===== src/rtl/cd_bcd7seg_pkg.sv =====
// Shared constants for the BCD-to-7-segment decoder: segment bit positions and glyph patterns.
// Glyphs are stored with bit SEG_A in the LSB, i.e. {g,f,e,d,c,b,a}, active-high.
package cd_bcd7seg_pkg;

  localparam int SEG_A = 0;
  localparam int SEG_B = 1;
  localparam int SEG_C = 2;
  localparam int SEG_D = 3;
  localparam int SEG_E = 4;
  localparam int SEG_F = 5;
  localparam int SEG_G = 6;

  localparam int STYLE_EQN = 0;
  localparam int STYLE_TBL = 1;

  typedef logic [6:0] seg_t;

  localparam seg_t GLYPH_0     = 7'b0111111;
  localparam seg_t GLYPH_1     = 7'b0000110;
  localparam seg_t GLYPH_2     = 7'b1011011;
  localparam seg_t GLYPH_3     = 7'b1001111;
  localparam seg_t GLYPH_4     = 7'b1100110;
  localparam seg_t GLYPH_5     = 7'b1101101;
  localparam seg_t GLYPH_6     = 7'b1111101;
  localparam seg_t GLYPH_7     = 7'b0000111;
  localparam seg_t GLYPH_8     = 7'b1111111;
  localparam seg_t GLYPH_9     = 7'b1101111;
  localparam seg_t GLYPH_A     = 7'b1110111;
  localparam seg_t GLYPH_B     = 7'b1111100;
  localparam seg_t GLYPH_C     = 7'b0111001;
  localparam seg_t GLYPH_D     = 7'b1011110;
  localparam seg_t GLYPH_E     = 7'b1111001;
  localparam seg_t GLYPH_F     = 7'b1110001;
  localparam seg_t GLYPH_BLANK = 7'b0000000;

  localparam logic [3:0] BCD_MAX = 4'd9;

endpackage


===== src/rtl/cd_bcd7seg_dec.sv =====
// Combinational 4-bit code to active-high segment decoder; STYLE selects equations (0) or a table (1).
// Macro CD_BCD7SEG_HEX_EN makes codes 10..15 show hex glyphs instead of blanking.
module cd_bcd7seg_dec
  import cd_bcd7seg_pkg::*;
#(
  parameter int STYLE = STYLE_EQN
) (
  input  logic [3:0] code_i,
  output seg_t       seg_o
);

  generate
    if (STYLE == STYLE_EQN) begin : g_eqn
      logic d3, d2, d1, d0;
      seg_t lo, hi;

      assign {d3, d2, d1, d0} = code_i;

      // Codes 0..7 and 8..15 are minimised separately, then selected by the MSB.
      always_comb begin
        lo[SEG_A] = d1 | (d2 & d0) | (~d2 & ~d0);
        lo[SEG_B] = ~d2 | (~d1 & ~d0) | (d1 & d0);
        lo[SEG_C] = d2 | ~d1 | d0;
        lo[SEG_D] = (~d2 & ~d0) | (~d2 & d1) | (d1 & ~d0) | (d2 & ~d1 & d0);
        lo[SEG_E] = ~d0 & (~d2 | d1);
        lo[SEG_F] = (~d1 & ~d0) | (d2 & ~d1) | (d2 & ~d0);
        lo[SEG_G] = (~d2 & d1) | (d2 & ~d1) | (d1 & ~d0);
`ifdef CD_BCD7SEG_HEX_EN
        hi[SEG_A] = ~d0 | (d1 & d2) | (~d1 & ~d2);
        hi[SEG_B] = (~d2 & ~d1) | (~d2 & ~d0) | (d2 & ~d1 & d0);
        hi[SEG_C] = ~d2 | (~d1 & d0);
        hi[SEG_D] = ~d1 | (~d2 & d0) | (d2 & ~d0);
        hi[SEG_E] = d2 | d1 | ~d0;
        hi[SEG_F] = ~d2 | d1 | ~d0;
        hi[SEG_G] = ~d2 | d1 | d0;
`else
        hi[SEG_A] = ~d2 & ~d1;
        hi[SEG_B] = ~d2 & ~d1;
        hi[SEG_C] = ~d2 & ~d1;
        hi[SEG_D] = ~d2 & ~d1;
        hi[SEG_E] = ~d2 & ~d1 & ~d0;
        hi[SEG_F] = ~d2 & ~d1;
        hi[SEG_G] = ~d2 & ~d1;
`endif
      end

      assign seg_o = d3 ? hi : lo;
    end else begin : g_tbl
      always_comb begin
        // NOTE: a default is assigned before the case so every path drives seg_o and no latch is inferred.
        seg_o = GLYPH_BLANK;
        case (code_i)
          4'd0:  seg_o = GLYPH_0;
          4'd1:  seg_o = GLYPH_1;
          4'd2:  seg_o = GLYPH_2;
          4'd3:  seg_o = GLYPH_3;
          4'd4:  seg_o = GLYPH_4;
          4'd5:  seg_o = GLYPH_5;
          4'd6:  seg_o = GLYPH_6;
          4'd7:  seg_o = GLYPH_7;
          4'd8:  seg_o = GLYPH_8;
          4'd9:  seg_o = GLYPH_9;
`ifdef CD_BCD7SEG_HEX_EN
          4'd10: seg_o = GLYPH_A;
          4'd11: seg_o = GLYPH_B;
          4'd12: seg_o = GLYPH_C;
          4'd13: seg_o = GLYPH_D;
          4'd14: seg_o = GLYPH_E;
          4'd15: seg_o = GLYPH_F;
`endif
          default: seg_o = GLYPH_BLANK;
        endcase
      end
    end
  endgenerate

endmodule


===== src/rtl/cd_bcd7seg.sv =====
// Registered BCD-to-7-segment driver with cross-checked equation and table decoders.
// Macro CD_BCD7SEG_HEX_EN enables hex glyphs for codes 10..15 (otherwise they blank).
module cd_bcd7seg
  import cd_bcd7seg_pkg::*;
#(
  parameter bit SEG_ACTIVE_LOW = 1'b0
) (
  input  logic       clk,
  input  logic       rst_n,
  input  logic       en,
  input  logic       D,
  input  logic       C,
  input  logic       B,
  input  logic       A,
  output logic       ya,
  output logic       yb,
  output logic       yc,
  output logic       yd,
  output logic       ye,
  output logic       yf,
  output logic       yg,
  output logic [6:0] eq,
  output logic       invalid
);

  localparam seg_t SEG_OFF = {7{SEG_ACTIVE_LOW}};

  logic [3:0] code;
  seg_t       seg_eqn, seg_tbl;
  seg_t       seg_d, seg_q;
  logic [6:0] eq_d, eq_q;
  logic       invalid_d, invalid_q;

  assign code = {D, C, B, A};

  cd_bcd7seg_dec #(.STYLE(STYLE_EQN)) u_dec_eqn (.code_i(code), .seg_o(seg_eqn));
  cd_bcd7seg_dec #(.STYLE(STYLE_TBL)) u_dec_tbl (.code_i(code), .seg_o(seg_tbl));

  assign seg_d     = SEG_ACTIVE_LOW ? ~seg_tbl : seg_tbl;
  assign eq_d      = ~(seg_eqn ^ seg_tbl);
  assign invalid_d = (code > BCD_MAX);

  // Reset outranks enable, so a capture coinciding with reset is dropped.
  always_ff @(posedge clk) begin
    // NOTE: non-blocking assignments keep every register sampling pre-edge values.
    if (!rst_n) begin
      seg_q     <= SEG_OFF;
      eq_q      <= '1;
      invalid_q <= 1'b0;
    end else if (en) begin
      seg_q     <= seg_d;
      eq_q      <= eq_d;
      invalid_q <= invalid_d;
    end
  end

  assign ya      = seg_q[SEG_A];
  assign yb      = seg_q[SEG_B];
  assign yc      = seg_q[SEG_C];
  assign yd      = seg_q[SEG_D];
  assign ye      = seg_q[SEG_E];
  assign yf      = seg_q[SEG_F];
  assign yg      = seg_q[SEG_G];
  assign eq      = eq_q;
  assign invalid = invalid_q;

endmodule


===== config.mk =====
export PLATFORM = sky130hd
export DESIGN_NAME = cd_bcd7seg
export DESIGN_NICKNAME = d
export VERILOG_FILES = /design/src/rtl/cd_bcd7seg_pkg.sv /design/src/rtl/cd_bcd7seg_dec.sv /design/src/rtl/cd_bcd7seg.sv
export SDC_FILE = /design/constraint.sdc
export NUM_CORES = 1
export LEC_CHECK = 0
export ABC_AREA = 1
export BUFFER_PORTS_ARGS = -buffer_cell sky130_fd_sc_hd__buf_2
export CORE_MARGIN = 5
export CORE_UTILIZATION = 59
export CTS_BUF_LIST = sky130_fd_sc_hd__clkbuf_4 sky130_fd_sc_hd__clkbuf_8
export CTS_CLUSTER_DIAMETER = 200
export DETAILED_ROUTE_END_ITERATION = 8
export PLACE_DENSITY_LB_ADDON = 0.12
export SLEW_MARGIN = 25
export SYNTH_ARGS = -nofsm -noshare
export SYNTH_HDL_FRONTEND = slang
export SYNTH_SLANG_ARGS = --single-unit

===== constraint.sdc =====
create_clock -name clk -period 2.5 [get_ports clk]
set_input_delay 0.5 -clock clk [delete_from_list [all_inputs] [get_ports clk]]
set_output_delay 0.5 -clock clk [all_outputs]
set_load 0.005 [all_outputs]

Word level (Yosys, flattened, before mapping):

Memory sizes are Yosys's and may differ from the RTL's.
Index checks and enable logic that the tools add are counted.

* multiplexer cells: 1
* order comparisons: 1
* bitwise logic cells: 31

Operators with widths (count)
* $or 1x1->1: 14
* $and 1x1->1: 12
* $mux 7: 1
* $not 7->7: 1
* $xor 7x7->7: 1
* $gt 4x4->1 const B: 1
* $not 1->1: 3

* output and inout bits: 15
* ROM bits: 112
* flip-flop bits (word level): 15
* word-level logic and storage cells: 37
* memories: 1
* input port bits: 7

Memory list
* (no name shown): depth 16, bits a word 7, read ports 1, clocked after Yosys merged registers in 0, write ports 0, line cd_bcd7seg_dec.sv:52 `case (code_i)`

Depth between registers and ports, before layout:

Gate-level depths: netlist of run 1.

* depth in word-level cells: 8
* gate-level depth with buffers: 9
* gate-level depth less buffers: 9

Cells and area by module:

From an unflattened synthesis of run 1, not the netlist that was laid out.

* cell total of the unflattened synthesis: 165
* area total of the unflattened synthesis: 1008.5 µm²

By module, submodules not included
* cd_bcd7seg: seq. area each 300.3 µm², instances 1, cells an instance 92, area an instance 624.3 µm²
* cd_bcd7seg_dec (u_dec_tbl): seq. area each 0.0 µm², instances 1, cells an instance 39, area an instance 210.2 µm²
* cd_bcd7seg_dec (u_dec_eqn): seq. area each 0.0 µm², instances 1, cells an instance 34, area an instance 173.9 µm²

Least setup slack after synthesis of run 1:

OpenSTA, ideal clock, no wires.

* path kind: input-to-reg
* from: in B
* to: reg eq_q[3], in the netlist eq[3]
* data required time: 2385 ps
* cell stages on the path: 8
* data arrival time: 1328 ps
* setup time: 115 ps
* slack: 1057 ps
* buffers on the path: 0
* cells stage by stage: inv_1 ha_1 nand2_1 nand2_2 nor2_2 nand2_1 nand3_1 nand2_1

* longest elaborated chain between the ends: 7
* elaborated cells on any way between the ends: 13
* those cells by class: mux (1); bitwise (11); memory (1)

Ends and longest elaborated chain
* from (decl): line cd_bcd7seg.sv:13 `input logic B,`
* $and 1x1->1 / $not 1->1 (equally long branches): line cd_bcd7seg_dec.sv:24, cd_bcd7seg_dec.sv:40
* $or 1x1->1 / $and 1x1->1 (equally long branches) (2 in a row): line cd_bcd7seg_dec.sv:24 `lo[SEG_D] = (~d2 & ~d0) | (~d2 & d1) | (d1 & ~d0) | (d2 & ~d1 & d0);`
* $or 1x1->1: line cd_bcd7seg_dec.sv:24
* $mux 7: line cd_bcd7seg_dec.sv:47 `assign seg_o = d3 ? hi : lo;`
* $xor 7x7->7 *: line cd_bcd7seg.sv:40 `assign eq_d = ~(seg_eqn ^ seg_tbl);`
* $not 7->7 *: line cd_bcd7seg.sv:40
* to (signal assigned): line cd_bcd7seg.sv:52 `eq_q <= eq_d;`
* to (decl): line cd_bcd7seg.sv:31 `logic [6:0] eq_d, eq_q;`

Mark *: on every way between the ends. The rest lies on a longest branch, timed or not.
A chain may end at the register's enable or synchronous reset.

Worst setup path after layout of run 1:

* from: in B
* to: reg eq_q[4], in the netlist eq[4]

* longest elaborated chain between the ends: 6
* elaborated cells on any way between the ends: 9
* those cells by class: mux (1); bitwise (7); memory (1)

Ends and longest elaborated chain (line)
* branches (longest 4 deep; another with $mem_v2 16x7)
* $xor 7x7->7 *: cd_bcd7seg.sv:40
* $not 7->7 *: cd_bcd7seg.sv:40

Mark *: on every way between the ends.

==> flow_metrics.tcl, run 1 <==
set metrics [dict create \
    outcome "finished clean" \
    ys_seq_area_share_pct 31.6 \
    r2r_start "eq[2]$_SDFFE_PN1P_" \
    grt_pass1_vias 871 \
    core_sq_um 1520 \
    clk_pin_slew_worst_paths_ns 0.09 \
    stdcell_area_sq_um 1070 \
    fillers 141 \
    crit_fanout 8 \
    clockPowerShare_pct 25.5 \
    start_util_pct 62.3 \
    fmax_mhz 658 \
    cts-root-buf "clkbuf_4" \
    grt-ovfl-total 0 \
    grt-busiest-layer "met2" \
    ctsResizeCount 0 \
    synth_nets 156 \
    die-area_sq_um 2510 \
    netlist_top_cells_area "dfxtp_1 (32%), nand2_1 (15%), ha_1 (14%)" \
    power_leakage_uw 0.000553 \
    mostFrequentLayoutCells "nand2_1 (37), buf_2 (21), a21oi_1 (16)" \
    dpl-instance-area_sq_um 1050 \
    crit-reg2reg-capture "eq[2]$_SDFFE_PN1P_" \
    rsz0062_at_grt "false" \
    cts_buffers 3 \
    finalCritPeriodShare_pct 60.8 \
    p_sw_share_pct 31.0 \
    p_switching_uw 163 \
    cts_buffer_depth 2 \
    via_count 974 \
    tightest_slew_ns 0.428 \
    crit_top_cell "nand2_1" \
    use_met1_pct 22.5 \
    drc 0 \
    routedWlPerCell_um 12.5 \
    cts_max_level 1 \
    utilization_pct 70.5 \
    crit_chain "buf_2, inv_1, ha_1, inv_1, o21ai_1, nand2_1, nand2_1, nand3_1, nand2_1" \
    ioPinCount 22 \
    diodes 0 \
    syn_area_per_cell_sq_um 6.88 \
    cts_hold_buffers 0 \
    grt_use_met3_pct 5.42 \
    p_comb_share_pct 24.5 \
    max-slew-margin-rel_pct 71.5 \
    critPathCapture "eq[4]$_SDFFE_PN1P_" \
    yosysTopAreaCellShare_pct 31.6 \
    area_growth_syn_to_layout_pct 13.2 \
    clock-sinks 15 \
    gp_congestion 0.940 \
    die_height_um 50.1 \
    fin_nets 179 \
    seqPwrFrac_pct 50.0 \
    ys_warn_count 0 \
    dr.pass1.iters 4 \
    final_antenna_net_count 0 \
    crit_path_start_kind "primary input" \
    vdd_drop_max_uv 358 \
    grt_max_degree 16 \
    synth_area_leader_cell "dfxtp_1" \
    cp.arrival_ns 1.75 \
    cts_tree "done" \
    crit_type "in2reg" \
    routed_via_density 5.53 \
    fin_crit_ns 1.52 \
    required_ns 2.73 \
    drv_cap 0 \
    synth-seq-cells 15 \
    holdCritPathClass "reg2reg" \
    rrSetupSlack_ns 1.85 \
    p_per_area_nw_per_um2 491 \
    cpPeakStageDelay_ns 0.23 \
    syn_area_sq_um 950 \
    antenna_found_initial 0 \
    critPathSlowestCell "ha_1" \
    first_iter_violations 31 \
    rows 14 \
    wl_um 2200 \
    finalClockSkew_ns 0 \
    dp_hpwl_um 1690 \
    fp.dieW_um 50.1 \
    setup_violations 0 \
    met2_usage_pct 31.4 \
    post_cts_buffers 0 \
    drive_gt1_share_pct 19.4 \
    final_max_slew_viol_count 0 \
    synthCells 138 \
    r2r_cells 2 \
    p_int_uw 364 \
    io_buffers 21 \
    final_common_cell "nand2_1" \
    ys_types 18 \
    end_kind "register" \
    fin_tns_setup_ns 0 \
    hold_violations 0 \
    track_usage_pct 18.0 \
    grt_pass1_wl_um 3680 \
    clk_latency_ns 0.28 \
    cp-startpoint "B" \
]
[worst max-delay path, delay by kind of cell]
kind	cells	cell delay [ns]
buffers and inverters	3	0.44
adders and majority gates	1	0.23
AOI/OAI and AO/OA	1	0.23
and+or+nand+nor	4	0.35
[per-layer routing]
metal  share of wire (%)  up-vias
met4                 1.2        0
met2                  50       45
met3                 6.9        4
met1                  41      436
met5                   0        -
li1                    -      489
[worst min path at each step]
stage	start	endpoint	slack [ns]	cells after the start
floorplan	seg_q[0]$_SDFFE_PN0P_	seg_q[0]$_SDFFE_PN0P_	0.46	2
finish	eq[6]$_SDFFE_PN1P_	eq[6]$_SDFFE_PN1P_	0.47	2
detailed placement	eq[5]$_SDFFE_PN1P_	eq[5]$_SDFFE_PN1P_	0.45	2
global placement	eq[6]$_SDFFE_PN1P_	eq[6]$_SDFFE_PN1P_	0.44	2
global route	eq[6]$_SDFFE_PN1P_	eq[6]$_SDFFE_PN1P_	0.49	2
CTS	eq[5]$_SDFFE_PN1P_	eq[5]$_SDFFE_PN1P_	0.47	2
[metrics by stage]
| stage | power (uW) | hold WS, ns | setup WS (ns) | instances |
|---|---|---|---|---|
| 4_1_cts | 530 | 0.473 | 1.01 | 176 |
| 6_report | 527 | 0.470 | 0.979 | 176 |
| 3_3_place_gp | 393 | 0.443 | 0.753 | 172 |
| 5_1_grt | 564 | 0.492 | 0.897 | 176 |
| 3_5_place_dp | 397 | 0.450 | 0.723 | 172 |
| 2_1_floorplan | 353 | 0.461 | 1.06 | 138 |
[layout make-up]
class                           instances  area, sq um  share of cell area [%]
Inverter                               12         45.0                    4.19
Clock inverter                          1         5.00                   0.466
Tap cell                               16         20.0                    1.86
Clock buffer                            3         22.5                    2.10
Sequential cell                        15          300                    27.9
Timing Repair Buffer                   21          105                    9.78
Multi-Input combinational cell        108          577                    53.7
[synthesized netlist by cell type]
master	n
a21o_2	1
a21oi_1	16
buf_2	1
buf_6	2
dfxtp_1	15
ha_1	11
inv_1	11
inv_2	1
nand2_1	37
nand2_2	1
nand3_1	8
nor2_1	15
nor2_2	2
o21ai_0	11
o21ai_1	3
o21ai_2	1
xnor2_1	1
xor2_1	1
[power groups by stage]
stage | combinational, uW | clock, uW | sequential [uW]
3_5_place_dp | 127 | 0 | 269
2_1_floorplan | 82.3 | 0 | 271
5_1_grt | 145 | 153 | 266
6_report | 129 | 135 | 263
3_3_place_gp | 125 | 0 | 268
4_1_cts | 129 | 138 | 264
[state kept, by name (all words and copies together), names as in the netlist]
name     cells
eq           7
seg_q        7
invalid      1
[cells by family (layout without fill, tap and decap cells)]
| logic type | after synthesis | count (layout) | synth area share, % |
|---|---|---|---|
| AO/OA/AOI/OAI | 32 | 32 | 17.7 |
| XOR/XNOR | 2 | 2 | 1.84 |
| adder cells (fa/ha/maj) | 11 | 11 | 14.5 |
| buffers and inverters | 15 | 37 | 7.64 |
| flip-flops | 15 | 15 | 31.6 |
| AND/OR/NAND/NOR | 63 | 63 | 26.7 |
Note: power is estimated with default switching activity, not from simulation.
==> run 2, diff against run 1 <==
--- a/config.mk
+++ b/config.mk
@@ -5,10 +5,10 @@
 export SDC_FILE = /design/constraint.sdc
 export NUM_CORES = 1
 export LEC_CHECK = 0
-export ABC_AREA = 1
+export ABC_AREA = 0
 export BUFFER_PORTS_ARGS = -buffer_cell sky130_fd_sc_hd__buf_2
 export CORE_MARGIN = 5
-export CORE_UTILIZATION = 59
+export CORE_UTILIZATION = 55
 export CTS_BUF_LIST = sky130_fd_sc_hd__clkbuf_4 sky130_fd_sc_hd__clkbuf_8
 export CTS_CLUSTER_DIAMETER = 200
 export DETAILED_ROUTE_END_ITERATION = 8
==> constraint.sdc (replaced) <==
create_clock -name clk -period 1.5 [get_ports clk]
set_input_delay 0.3 -clock clk [delete_from_list [all_inputs] [get_ports clk]]
set_output_delay 0.3 -clock clk [all_outputs]
set_load 0.005 [all_outputs]
==> flow_metrics.tcl, run 2 <==
set metrics [dict create \
    post-place-ws_ns -0.0953 \
    cts_buffers 3 \
    synthCells 112 \
    diodes 0 \
    track_usage_pct 16.9 \
    area_growth_syn_to_layout_pct 24.9 \
    dp.cells 167 \
    grt_pass1_wl_um 3530 \
    post_cts_buffers 0 \
    stdcell_area_sq_um 1230 \
    layout_setup_ws_ns 0.213 \
    power_leakage_uw 0.000574 \
    fin_nets 165 \
    fp.dieW_um 52.3 \
    grt_pass1_vias 861 \
    rsz0062_at_grt "false" \
    tightest_slew_ns 0.395 \
    first_iter_violations 14 \
    ys_async_sr_fraction_pct 0 \
    crit_type "in2reg" \
    drv_cap 0 \
    clk_latency_ns 0.28 \
    ctsResizeCount 0 \
    final_antenna_net_count 0 \
    dr.pass1.iters 5 \
    io_buffers 21 \
    grt_max_degree 20 \
    netlist_top_cells_area "dfxtp_1 (31%), ha_1 (14%), a21boi_0 (5.3%)" \
    cpPeakStageDelay_ns 0.36 \
    crit_path_start_kind "primary input" \
    via_count 885 \
    max-slew-margin-rel_pct 73.5 \
    core_sq_um 1710 \
    synth-seq-cells 15 \
    end_kind "register" \
    crit_chain "buf_2, buf_4, ha_1, nand2b_1, a21boi_0, xnor2_1, o211ai_1" \
    outcome "finished clean" \
    crit_fanout 5 \
    clk_pin_slew_worst_paths_ns 0.09 \
    cts_buffer_depth 2 \
    hold_violations 0 \
    ys_types 32 \
    synth_edf_count 0 \
    finalCritPeriodShare_pct 85.8 \
    die-area_sq_um 2730 \
    fmax_mhz 777 \
    dp_hpwl_um 1600 \
    critPathSlowestCell "a21boi_0" \
    die_height_um 52.3 \
    start_util_pct 57.6 \
    dpl-instance-area_sq_um 1200 \
    antenna_found_initial 0 \
    mostFrequentLayoutCells "buf_2 (21), dfxtp_1 (15), buf_4 (15)" \
    instances_no_fill 171 \
    fin_tns_setup_ns 0 \
    required_ns 1.66 \
    drc 0 \
    ys_warn_count 0 \
    routedWlPerCell_um 11.9 \
    syn_area_sq_um 983 \
    vdd_drop_max_uv 607 \
    yosysMostFrequentCell "dfxtp_1" \
    holdCritPathClass "in2reg" \
    drive_gt1_share_pct 30.8 \
    synthFlopType "dfxtp_1" \
    cts_tree "done" \
    setup_violations 0 \
    wl_um 2040 \
    cts_max_level 1 \
    final_common_cell "buf_2" \
    synth_area_leader_cell "dfxtp_1" \
    fin_crit_ns 1.29 \
    cp.arrival_ns 1.45 \
    cts_hold_buffers 0 \
    netlist_top_cells_count "dfxtp_1 (15), nand2_1 (13), ha_1 (11)" \
    clock-sinks 15 \
    rows 15 \
    ioPinCount 22 \
    syn_area_per_cell_sq_um 8.78 \
    ys_seq_area_share_pct 30.5 \
    finalClockSkew_ns 0 \
    yosysTopAreaCellShare_pct 30.5 \
    p_per_area_nw_per_um2 741 \
    hold_ws_ns 0.363 \
    final_max_slew_viol_count 0 \
    grt-ovfl-total 0 \
    synth_nets 130 \
    gp_congestion 0.850 \
    routed_via_density 5.18 \
    cts-root-buf "clkbuf_4" \
]
-- run 2: cell count changes after synthesis, moves of 5 or more --
cell	previous run	this run
o21ai_0	11	5
inv_1	11	5
nand2_1	37	13
nor2_1	15	9
nor2b_1	0	5
a21boi_0	0	7
a21oi_1	16	1
o211ai_1	0	5
nand3_1	8	2
-- run 2: final timing paths --
path	endpoint	slack, ns	cells after the start	from
setup / recovery	eq[0]$_SDFFE_PN1P_	0.21	7	A
hold / removal	eq[1]$_SDFFE_PN1P_	0.36	3	rst_n
setup reg to reg	seg_q[4]$_SDFFE_PN0P_	0.68	2	seg_q[4]$_SDFFE_PN0P_
hold reg to reg	seg_q[6]$_SDFFE_PN0P_	0.48	2	seg_q[6]$_SDFFE_PN0P_
-- run 2: critical path, delay by kind of cell --
family / cells / cell delay [ns]
xor+xnor: 1 / 0.17
buf+inv: 2 / 0.25
fa+ha+maj: 1 / 0.19
simple gates: 1 / 0.08
compound gates: 2 / 0.45
-- run 2: cells by family (layout without fill, tap and decap cells) --
| logic type | count (synthesis) | after routing | share of synthesized area, % |
|---|---|---|---|
| compound gates | 31 | 31 | 26.2 |
| fa+ha+maj | 11 | 11 | 14.0 |
| simple gates | 37 | 37 | 17.9 |
| flops | 15 | 15 | 30.5 |
| xor+xnor | 7 | 7 | 6.23 |
| buf+inv | 11 | 45 | 5.09 |
-- run 2: through the flow --
| stage | utilization, % | total power, uW |
|---|---|---|
| final | 71.9 | 910 |
| after global placement | 70.3 | 687 |
| after global routing | 71.9 | 970 |
| after floorplan | - | 592 |
| after detailed placement | 70.3 | 692 |
| after CTS | 71.9 | 918 |
-- run 2: report_power, final --
part	internal, uW	switching [uW]	total, uW
sequential	425	11.2	436
clock	99.0	130	229
combinational	121	125	246
total	645	266	910
-- run 2: per-layer routing --
layer	routed length, um	GRT usage [%]
met1	987	20.8
met2	930	29.3
met3	104	3.42
met4	12	5.11
met5	0	0
-- run 2: final cells by class --
cell class                      count  area [sq um]
Sequential cell                    15           300
Multi-Input combinational cell     86           633
Inverter                            5          18.8
Clock inverter                      1          5.00
Fill cell                         159           479
Timing Repair Buffer               36           218
Tap cell                           25          31.3
Clock buffer                        3          22.5
